<file path="src/rtl/rst_seq_ctrl.sv">
// rst_seq_ctrl: core reset sequencer that holds reset, runs the core, and latches halt/fault/timeout.
module rst_seq_ctrl #(
    parameter int HOLD_CYCLES = 2,
    parameter int MAX_CYCLES  = 100,
    parameter int CNT_W       = 32
) (
    input  logic             clk,
    input  logic             rst,
    input  logic             err,
    input  logic             halt_req,
    input  logic             restart,
    output logic             core_rst,
    output logic             run,
    output logic             done,
    output logic             fault,
    output logic             timeout,
    output logic [CNT_W-1:0] cycle_count
);
    localparam int HW = $clog2(HOLD_CYCLES + 1);
    localparam logic [HW-1:0]    HOLD_LAST = HW'(HOLD_CYCLES - 1);
    localparam logic [CNT_W-1:0] MAX_C     = CNT_W'(MAX_CYCLES);

    typedef enum logic [2:0] {HOLD, RUN, HALTED, FAULT, TIMEOUT} state_t;

    state_t            state, state_nx;
    logic [HW-1:0]     hold_cnt, hold_cnt_nx;
    logic [CNT_W-1:0]  cnt_inc, cnt_nx;
    logic              term;

    always_ff @(posedge clk or posedge rst) begin
        if (rst) begin
            state       <= HOLD;
            hold_cnt    <= '0;
            cycle_count <= '0;
        end else begin
            state       <= state_nx;
            hold_cnt    <= hold_cnt_nx;
            cycle_count <= cnt_nx;
        end
    end

    // Saturate rather than wrap so a long run never reads back as short.
    assign cnt_inc = (cycle_count == '1) ? cycle_count : cycle_count + CNT_W'(1);
    assign term    = (state == HALTED) || (state == FAULT) || (state == TIMEOUT);

    always_comb begin
        state_nx    = state;
        hold_cnt_nx = hold_cnt;
        cnt_nx      = cycle_count;
        if (state == HOLD) begin
            state_nx    = (hold_cnt == HOLD_LAST) ? RUN : HOLD;
            hold_cnt_nx = (hold_cnt == HOLD_LAST) ? '0 : hold_cnt + HW'(1);
        end else if (state == RUN) begin
            cnt_nx   = cnt_inc;
            state_nx = err ? FAULT : halt_req ? HALTED : (cnt_inc == MAX_C) ? TIMEOUT : RUN;
        end else if (term && restart) begin
            state_nx    = HOLD;
            hold_cnt_nx = '0;
            cnt_nx      = '0;
        end
    end

    always_comb begin
        core_rst = (state == HOLD) || (state == FAULT) || (state == TIMEOUT);
        run      = (state == RUN);
        done     = (state == HALTED);
        fault    = (state == FAULT);
        timeout  = (state == TIMEOUT);
    end
endmodule

</file>
<file path="config.mk">
export PLATFORM = sky130hd
export DESIGN_NAME = rst_seq_ctrl
export DESIGN_NICKNAME = d
export VERILOG_FILES = /design/src/rtl/rst_seq_ctrl.sv
export SDC_FILE = /design/constraint.sdc
export NUM_CORES = 1
export LEC_CHECK = 0
export BUFFER_PORTS_ARGS = -buffer_cell sky130_fd_sc_hd__buf_2
export CAP_MARGIN = 20
export CORE_MARGIN = 10
export CORE_UTILIZATION = 57
export CTS_CLUSTER_SIZE = 8
export DETAILED_ROUTE_END_ITERATION = 16
export PLACE_DENSITY_LB_ADDON = 0.2
export SETUP_SLACK_MARGIN = 0.2
export SYNTH_ARGS = -nofsm -noshare
export SYNTH_HDL_FRONTEND = slang
export SYNTH_SLANG_ARGS = --single-unit
</file>
<file path="constraint.sdc">
create_clock -name clk -period 3.3 [get_ports clk]
set_input_delay 0.165 -clock clk [delete_from_list [all_inputs] [get_ports clk]]
set_output_delay 0.165 -clock clk [all_outputs]
set_load 0.005 [all_outputs]
</file>
==> metrics.cfg, run 1 <==
[status]
status = finished, violations left
violations = hold timing

[clock_network]
clk_latency_ns = 0.29
root_buffer = clkbuf_8
cts_tree = built
clockBufferDepth = 2
cts.sinks = 37
ctsHoldBuffers = 0
cts_max_level = 2
cts_buffers = 5
clk_pin_slew_worst_paths_ns = 0.07

[setup_path]
crit_family = simple AND/OR/NAND/NOR gates
crit_buf_inv = 0
crit_type = flip-flop to flip-flop
r2r_slack_ns = 0.34
timing.critical_path.arrival_ns = 3.15
path_cells = nand4_2 > nor4_4 > nor3b_4 > nor2_4 > or3_1 > a2111oi_4 > nand4_1 > o41ai_2
timing.rr.end = state[2]$_DFFE_PP0P_
crit_fanout = 9
r2r-start = cycle_count[25]$_DFFE_PP0P_
cp-end-kind = flip-flop
reg2reg_depth = 8
critPathRequiredTime_ns = 3.49
max_stage_delay_ns = 0.53
crit_slowest_cell = dfrtp_1
startpoint_type = flip-flop

[floorplan]
rows = 25
die_w_um = 89.7
fp.coreArea_um2 = 4720
initial_core_util_pct = 58.7
die_y_um = 89.7
die_area_um2 = 8050
io_pins = 42

[grt]
grt_max_degree = 38
antenna_found_initial = 0
grt_usage_pct = 18.9
gr-total-overflow = 0
grt_pass1_vias = 2665
grt_pass1_wl_mm = 13.3

[placement]
post-place-ws_ns = 0.263
place.gp.congestion = 1.00
portBuffers = 41
post-dp-hpwl_mm = 5.49

[hold_path]
min_path_type = primary input to async pin

[cells_and_area]
multi_input_area_um2 = 1750
layout.nets = 387
area_delta_synth_final_pct = 17.0
drive_gt1_share_pct = 25.9
mostFrequentLayoutCell = o21ai_0
utilization_pct = 68.7
seq_area_um2 = 927
fill_cells = 385
layout_common_cells = 42 x o21ai_0, 41 x buf_2, 36 x dfrtp_1, 32 x nand2_1, 32 x nor2_1
n_antenna_cell = 0

[sta]
drv_slew = 0
setup_violations = 0
finClkSkew_ns = 0.00574
worst_pin_slew_ns = 0.616
fin_crit_sh_pct = 89.7
fmax_mhz = 338
fin_ws_ns = 0.339
hold_slack_ns = -0.0188
hold_viol_final = 37
rsz0062_at_grt = no
slew-limit-headroom_pct = 58.7
finalSetupTns_ns = 0
period_minus_slack_ns = 2.96

[pwr]
peakVddDrop_v = 0.000317
power_leakage_nw = 1.43
powerDensity_nw_per_um2 = 538

[logic_synthesis]
synthFlopType = dfrtp_1
syn-num-nets = 343
synth_top_area_share_pct = 33.4
ys_async_sr_fraction_pct = 100
yosys_warnings = 0
synth-seq-area-share_pct = 33.4
synthTopCellsByArea = dfrtp_1 33%, o21ai_0 7.6%, xnor2_1 4.7%
synth-seq-cells = 37
syn_inst = 337
yosys.area.top_type = dfrtp_1
netlist_area_um2 = 2770
synth.distinct_cells = 60
synth_edf_count = 0
syn_avg_cell_area_um2 = 8.23

[routing]
wl_mm = 7.78
drc = 0
vias = 2802
dr.pass1.iters = 5
route.antenna.remaining_nets = 0
wire_per_inst_um = 17.3
vias_per_cell = 6.24
first_iter_violations = 212

[flow_run]
cap_violations = 0

## worst max-delay path by stage
stage,from,end,cells after the start
2_1_floorplan,cycle_count[0]$_DFFE_PP0P_,state[0]$_DFFE_PP0P_,9
5_1_grt,cycle_count[11]$_DFFE_PP0P_,state[2]$_DFFE_PP0P_,8
3_5_place_dp,cycle_count[0]$_DFFE_PP0P_,state[2]$_DFFE_PP0P_,9
4_1_cts,cycle_count[0]$_DFFE_PP0P_,state[2]$_DFFE_PP0P_,9
6_report,cycle_count[25]$_DFFE_PP0P_,state[2]$_DFFE_PP0P_,8
3_3_place_gp,cycle_count[0]$_DFFE_PP0P_,state[0]$_DFFE_PP0P_,9
## worst reg2reg max path: cells and delay by family, from the launching register on
kind	cells	cell delay (ns)
AND/OR/NAND/NOR	6	1.77
flip-flops	1	0.53
AO/OA/AOI/OAI	2	0.58
## cell usage after synthesis, types with 2 or more instances
cell type,count
nand3_2,2
xor2_1,5
nand4_2,3
buf_2,5
nor4_4,3
nand4_1,11
nor2_1,34
nor4b_1,2
dfrtp_1,37
nor3_1,9
or3_4,2
o22ai_1,3
nor4_1,3
a31oi_1,17
and3_1,7
inv_1,8
nand2_1,32
nor3b_1,4
o21ai_0,42
xnor2_1,15
and4_1,5
or2_1,2
nand2b_1,3
nand3_1,10
clkbuf_1,17
buf_4,2
a21oi_1,12
a311oi_1,5
a21o_1,2
o31ai_1,5
## per-layer routing
metal,vias up,GRT usage [%],wire length [um]
met4,0,5.39,104
met2,104,29.6,3650
met3,10,3.66,466
li1,1333,-,-
met5,-,0,0
met1,1355,25.7,3550
## state kept, by name (all words and copies together) (netlist names)
signal	count
cycle_count	32
state	3
hold_cnt	2
## cell families (layout without fill, tap and decap cells)
kind of cell,Yosys count,after routing,share of synthesized area (%)
DFF,37,37,33.4
xor gates and xnor gates,20,20,6.32
and+or+nand+nor,144,144,31.5
muxes,2,2,0.767
AOI/OAI and AO/OA,99,99,22.2
buffers and inverters,34,79,5.37
adders and majority gates,1,1,0.451
## cell type report
class / instances / area share [%]
clock inverters: 2 / 0.309
inverters: 9 / 1.04
flip-flops and latches: 37 / 28.6
clock buffers: 6 / 2.24
well taps: 67 / 2.58
multi-input cells: 266 / 54.1
repair buffers: 62 / 11.2
## report_power, final
group	leakage [nW]	total (W)	switching [W]	internal, W
Clock	0.0450	0.000305	0.000158	0.000146
Sequential	0.504	0.000653	0.000130	0.000523
Combinational	0.878	0.000785	0.000470	0.000316
Total	1.43	0.00174	0.000758	0.000985
## metrics by stage
step / cells / cell area [um^2] / total power [W] / hold slack, ns
after floorplan: 337 / 2770 / 0.00118 / 0.259
after global placement: 435 / 3060 / 0.00141 / 0.297
after detailed placement: 435 / 3060 / 0.00143 / 0.311
after CTS: 443 / 3140 / 0.00173 / 0.000902
after global routing: 449 / 3240 / 0.00188 / 0.0434
final: 449 / 3240 / 0.00174 / -0.0188
## what timing repair did
item,CTS,global route
buffers inserted,0,6
setup endpoints to repair,0,2
gates resized for setup,0,10
(Power assumes the default switching activity.)
==> run 2: changes to the inputs <==
--- a/config.mk
+++ b/config.mk
@@ -9,6 +9,7 @@
 export CAP_MARGIN = 20
 export CORE_MARGIN = 10
 export CORE_UTILIZATION = 57
+export CTS_BUF_LIST = sky130_fd_sc_hd__clkbuf_16
 export CTS_CLUSTER_SIZE = 8
 export DETAILED_ROUTE_END_ITERATION = 16
 export PLACE_DENSITY_LB_ADDON = 0.2
==> run 2 against run 1 <==
The flow still finishes with violations (hold timing). Combinational power about the same. Power up 8.5%. Flip-flop and latch count unchanged.
==> metrics.cfg, run 2 (synthesized netlist as in run 1, its figures left out) <==
[sta]
finClkSkew_ns = 0.00375  ; -0.00199 ns
period_minus_slack_ns = 2.96  ; -0.00170 ns
fmax_mhz = 338  ; about the same
fin_crit_sh_pct = 89.7  ; about the same
slew-limit-headroom_pct = 58.0  ; -0.69 points
rsz0062_at_grt = no
finalSetupTns_ns = 0  ; unchanged
hold_viol_final = 20  ; -46%
drv_slew = 0  ; unchanged
worst_pin_slew_ns = 0.626  ; +0.0103 ns
hold_slack_ns = -0.00469  ; +0.0141 ns
setup_violations = 0  ; unchanged

[routing]
drc = 0  ; unchanged
route.antenna.remaining_nets = 0  ; unchanged
first_iter_violations = 269  ; +27%
wire_per_inst_um = 17.1  ; -1.2%
dr.pass1.iters = 5  ; unchanged
vias = 2804  ; +0.071%
vias_per_cell = 6.26  ; +0.29%
wl_mm = 7.67  ; -1.4%

[cells_and_area]
layout_common_cells = 42 x o21ai_0, 41 x buf_2, 36 x dfrtp_1, 32 x nand2_1, 32 x nor2_1
postLayoutCellArea_um2 = 3290  ; +1.5%
layout.nets = 386  ; -0.26%
regMostFlops = cycle_count
finalNonFillerCells = 448  ; -0.22%
largestRegisters = cycle_count: 32 flops, state: 3 flops, hold_cnt: 2 flops
mostFrequentLayoutCell = o21ai_0
fill_cells = 371  ; -3.6%
n_antenna_cell = 0  ; unchanged
area_delta_synth_final_pct = 18.7
drive_gt1_share_pct = 25.7  ; -0.19 points
largest_register_ffs = 32  ; unchanged
utilization_pct = 69.7  ; +1.0 points

[grt]
met2_usage_pct = 31.0  ; +1.4 points
gr-usage-met1_pct = 25.6  ; -0.049 points
grt_max_degree = 38  ; unchanged
gr-total-overflow = 0  ; unchanged
grt_pass1_wl_mm = 13.3  ; +0.68%
use_met3_pct = 3.49  ; -0.17 points
grt_usage_pct = 19.1  ; +0.19 points
antenna_found_initial = 0  ; unchanged
busiest_layer = met2
grt_pass1_vias = 2657  ; -0.30%

[setup_path]
cp-end-kind = flip-flop
crit_buf_inv = 0  ; unchanged
critPathRequiredTime_ns = 3.48  ; about the same
crit_slowest_cell = dfrtp_1
max_stage_delay_ns = 0.52  ; about the same
startpoint_type = flip-flop
crit_family = simple AND/OR/NAND/NOR gates
crit_type = flip-flop to flip-flop
crit_fanout = 9  ; unchanged
path_cells = nand4_2 > nor4_4 > nor3b_4 > nor2_4 > or3_1 > a2111oi_4 > nand4_1 > o41ai_2
timing.critical_path.arrival_ns = 3.13  ; -0.02 ns

[pwr]
power_leakage_nw = 1.45  ; +1.7%
p_sw_w = 0.000778  ; +2.7%
powerDensity_nw_per_um2 = 575  ; +6.9%
peakVddDrop_v = 0.000326  ; +2.8%
combinationalPowerShare_pct = 41.5  ; -3.5 points
p_seq_share_pct = 34.6  ; -2.9 points
p_int_w = 0.00111  ; +13%
switching_share_pct = 41.1  ; -2.3 points
clock_power_share_pct = 23.9  ; +6.4 points

[clock_network]
clockBufferDepth = 2  ; unchanged
root_buffer = clkbuf_16
cts_buffers = 5  ; unchanged
cts_tree = built
ctsHoldBuffers = 0  ; unchanged
clk_latency_ns = 0.28  ; about the same
clk_pin_slew_worst_paths_ns = 0.05  ; -0.02 ns
cts_max_level = 2  ; unchanged
cts.sinks = 37  ; unchanged

[floorplan]
die_w_um = 89.7  ; unchanged
initial_core_util_pct = 58.7  ; unchanged
die_area_um2 = 8050  ; unchanged
fp.coreArea_um2 = 4720  ; unchanged
io_pins = 42  ; unchanged
die_y_um = 89.7  ; unchanged
rows = 25  ; unchanged

[status]
violations = hold timing
status = finished, violations left

[placement]
place.gp.congestion = 1.00  ; unchanged
place_inst = 435  ; unchanged
dpl_cell_area_um2 = 3060  ; unchanged
portBuffers = 41  ; unchanged
post-dp-hpwl_mm = 5.49  ; unchanged

[hold_path]
min_path_type = primary input to async pin

[flow_run]
cap_violations = 0  ; unchanged

run 2: cell types whose count changed in the layout (fill, tap and decap cells not counted), sizes merged:
cell,before,now
clkbuf,6,5
inv,8,9
buf,62,61
run 2: tightest hold or removal path: cells and delay by family:
family | cells | cell delay, ns
buffers and inverters | 3 | 0.55
run 2: metal layers:
layer / wire length, um / part of all wire (%)
met4: 71 / 0.93
met3: 502 / 6.5
met2: 3600 / 47
met5: 0 / 0
met1: 3500 / 46
run 2: final timing paths:
kind / slack, ns / depth (start not counted) / startpoint / to
setup / recovery: 0.34 / 8 / cycle_count[25]$_DFFE_PP0P_ / state[2]$_DFFE_PP0P_
hold / removal: -0.005 / 3 / rst / hold_cnt[0]$_DFFE_PP0P_
setup reg to reg: 0.34 / 8 / cycle_count[25]$_DFFE_PP0P_ / state[2]$_DFFE_PP0P_
hold reg to reg: 0.51 / 1 / hold_cnt[0]$_DFFE_PP0P_ / hold_cnt[0]$_DFFE_PP0P_
max in group asynchronous: 2.95 / 3 / rst / cycle_count[17]$_DFFE_PP0P_
min in group clk: 0.13 / 2 / err / state[2]$_DFFE_PP0P_
run 2: area by class of cell:
cell class / count / area [um^2] / share of cell area, %
Multi-Input combinational cell: 266 / 1750 / 53.2
Sequential cell: 37 / 927 / 28.2
Timing Repair Buffer: 61 / 355 / 10.8
Clock buffer: 5 / 125 / 3.80
Tap cell: 67 / 83.8 / 2.55
Inverter: 9 / 33.8 / 1.03
Clock inverter: 3 / 13.8 / 0.418
run 2: metrics by stage:
| stage | power [W] | setup WS, ns |
|---|---|---|
| floorplan | 0.00118 | 0.728 |
| global placement | 0.00141 | 0.355 |
| detailed placement | 0.00143 | 0.263 |
| CTS | 0.00188 | 0.262 |
| global route | 0.00203 | 0.203 |
| finish | 0.00189 | 0.340 |
run 2: what timing repair did:
| item | in CTS | in global routing |
|---|---|---|
| resized for setup | 0 | 10 |
| setup buffers | 0 | 5 |
| setup endpoints to repair | 0 | 2 |
run 2: power by group through the flow:
stage	Combinational [W]	Sequential, W	Clock [W]
5_1_grt	0.000881	0.000671	0.000481
3_3_place_gp	0.000756	0.000653	0
6_report	0.000785	0.000654	0.000453
4_1_cts	0.000775	0.000651	0.000455
3_5_place_dp	0.000768	0.000659	0
2_1_floorplan	0.000587	0.000594	0
==> run 3: changes to the inputs <==
--- a/config.mk
+++ b/config.mk
@@ -7,8 +7,10 @@
 export LEC_CHECK = 0
 export BUFFER_PORTS_ARGS = -buffer_cell sky130_fd_sc_hd__buf_2
 export CAP_MARGIN = 20
-export CORE_MARGIN = 10
-export CORE_UTILIZATION = 57
+export CELL_PAD_IN_SITES_DETAIL_PLACEMENT = 0
+export CELL_PAD_IN_SITES_GLOBAL_PLACEMENT = 1
+export CORE_MARGIN = 1
+export CORE_UTILIZATION = 43
 export CTS_BUF_LIST = sky130_fd_sc_hd__clkbuf_16
 export CTS_CLUSTER_SIZE = 8
 export DETAILED_ROUTE_END_ITERATION = 16
==> run 3 against run 2 <==
The run now ends clean. First-iteration DRC count decreased by 39%. Maximum frequency increased by 1.6%. Final cell count increased by 1.8%. Critical path type unchanged.
==> metrics.cfg, run 3 (synthesized netlist as in run 1, its figures left out) <==
[status]
status = complete, no violations

[pwr]
p_sw_w = 0.000778  ; about the same
switching_share_pct = 39.7  ; -1.4 points
p_int_w = 0.00118  ; +6.1%
powerDensity_nw_per_um2 = 595  ; +3.5%
combinationalPowerShare_pct = 39.1  ; -2.4 points
p_seq_share_pct = 33.8  ; -0.8 points
power_leakage_nw = 1.45  ; +0.10%
clock_power_share_pct = 27.1  ; +3.2 points
peakVddDrop_v = 0.000459  ; +41%

[setup_path]
startpoint_type = flip-flop
path_cells = nand4_2 > nor4_4 > nor3b_4 > nor2_4 > or3_1 > a2111oi_2 > nand4_1 > a21o_1
timing.rr.end = state[0]$_DFFE_PP0P_
r2r_slack_ns = 0.39  ; +0.05 ns
cp-end-kind = flip-flop
critPathRequiredTime_ns = 3.47  ; about the same
r2r-start = cycle_count[25]$_DFFE_PP0P_
crit_type = flip-flop to flip-flop
timing.critical_path.arrival_ns = 3.08  ; -0.05 ns
crit_slowest_cell = dfrtp_1
max_stage_delay_ns = 0.53  ; about the same
reg2reg_depth = 8  ; unchanged
crit_fanout = 9  ; unchanged

[clock_network]
clk_pin_slew_worst_paths_ns = 0.06  ; about the same
cts.sinks = 37  ; unchanged
clk_latency_ns = 0.28  ; about the same
cts_buffers = 5  ; unchanged
root_buffer = clkbuf_16
ctsHoldBuffers = 0  ; unchanged
cts_tree = built
cts_max_level = 2  ; unchanged
clockBufferDepth = 2  ; unchanged

[cells_and_area]
n_antenna_cell = 0  ; unchanged
area_delta_synth_final_pct = 18.9
largest_register_ffs = 32  ; unchanged
mostFrequentLayoutCell = o21ai_0
finalNonFillerCells = 456  ; +1.8%
regMostFlops = cycle_count
drive_gt1_share_pct = 25.5  ; -0.26 points
largestRegisters = cycle_count: 32 flops, state: 3 flops, hold_cnt: 2 flops
layout_common_cells = 42 x o21ai_0, 41 x buf_2, 34 x dfrtp_1, 33 x nor2_1, 32 x nand2_1
utilization_pct = 54.4  ; -15 points
layout.nets = 387  ; +0.26%

[floorplan]
io_pins = 42  ; unchanged
initial_core_util_pct = 45.7  ; -13 points
rows = 28  ; +12%
die_y_um = 82.3  ; -8.3%
die_w_um = 82.3  ; -8.3%
fp.coreArea_um2 = 6060  ; +28%
die_area_um2 = 6770  ; -16%

[grt]
met2_usage_pct = 39.6  ; +8.6 points
gr-usage-met1_pct = 37.5  ; +12 points
antenna_found_initial = 0  ; unchanged
grt_pass1_vias = 2653  ; -0.15%
busiest_layer = met2
grt_pass1_wl_mm = 13.3  ; -0.41%
use_met3_pct = 3.63  ; +0.14 points
gr-total-overflow = 0  ; unchanged
grt_max_degree = 32  ; -16%
grt_usage_pct = 25.7  ; +6.6 points

[sta]
period_minus_slack_ns = 2.91  ; -0.0461 ns
slew-limit-headroom_pct = 47.4  ; -11 points
setup_violations = 0  ; unchanged
worst_pin_slew_ns = 0.788  ; +0.162 ns
hold_slack_ns = 0.0253  ; +0.0300 ns
finClkSkew_ns = 0.00390  ; +0.000154 ns
fin_ws_ns = 0.387  ; +0.0461 ns
fin_crit_sh_pct = 88.3  ; -1.4 points
finalSetupTns_ns = 0  ; unchanged
hold_viol_final = 0  ; -100%
fmax_mhz = 343  ; +1.6%
drv_slew = 0  ; unchanged
rsz0062_at_grt = no

[routing]
wire_per_inst_um = 17.2  ; +0.73%
first_iter_violations = 164  ; -39%
wl_mm = 7.87  ; +2.5%
dr.pass1.iters = 4  ; -1
vias_per_cell = 5.98  ; -4.5%
route.antenna.remaining_nets = 0  ; unchanged
vias = 2725  ; -2.8%
drc = 0  ; unchanged

[hold_path]
min_path_type = primary input to async pin

[placement]
post-place-ws_ns = 0.293  ; +0.0305 ns
portBuffers = 41  ; unchanged
post-dp-hpwl_mm = 5.55  ; +1.2%
place.gp.congestion = 0.914  ; -8.6%
place_inst = 447  ; +2.8%

[flow_run]
cap_violations = 0  ; unchanged

run 3: how the worst max path moves through the flow:
| stage | from | endpoint |
|---|---|---|
| floorplan | cycle_count[0]$_DFFE_PP0P_ | state[0]$_DFFE_PP0P_ |
| global placement | cycle_count[0]$_DFFE_PP0P_ | state[0]$_DFFE_PP0P_ |
| detailed placement | cycle_count[0]$_DFFE_PP0P_ | state[0]$_DFFE_PP0P_ |
| CTS | cycle_count[0]$_DFFE_PP0P_ | state[0]$_DFFE_PP0P_ |
| global route | cycle_count[25]$_DFFE_PP0P_ | state[0]$_DFFE_PP0P_ |
| finish | cycle_count[25]$_DFFE_PP0P_ | state[0]$_DFFE_PP0P_ |
run 3: what timing repair did:
action,4_1_cts,5_1_grt
setup buffers,0,2
setup endpoints to repair,0,2
gates resized for setup,0,6
run 3: power groups by stage:
stage	logic, W	clock network (W)	registers [W]
floorplan	0.000587	0	0.000594
global placement	0.000756	0	0.000657
detailed placement	0.000765	0	0.000663
CTS	0.000768	0.000540	0.000657
global route	0.000873	0.000559	0.000683
finish	0.000767	0.000532	0.000662
run 3: stage by stage:
stage / total power (W) / cell area [um^2]
after floorplan: 0.00118 / 2770
final: 0.00196 / 3300
after detailed placement: 0.00143 / 3100
after global routing: 0.00211 / 3300
after global placement: 0.00141 / 3100
after CTS: 0.00196 / 3260
run 3: layer usage:
layer | vias up | share of wire, %
met1 | 1294 | 47
met3 | 7 | 5.9
met5 | - | 0
li1 | 1336 | -
met2 | 88 | 46
met4 | 0 | 0.99
run 3: layout make-up:
class	instances	area (um^2)
fill	612	2770
multi-input combinational	266	1720
sequential	37	930
timing repair buffer	62	363
clock buffer	5	125
tap	75	93.8
clock inverter	2	35.0
inverter	9	33.8
run 3: critical path: cells and delay by family, from the launching register on:
family	cells	cell delay [ns]
AO/OA/AOI/OAI	2	0.59
flip-flops	1	0.53
AND/OR/NAND/NOR	6	1.67
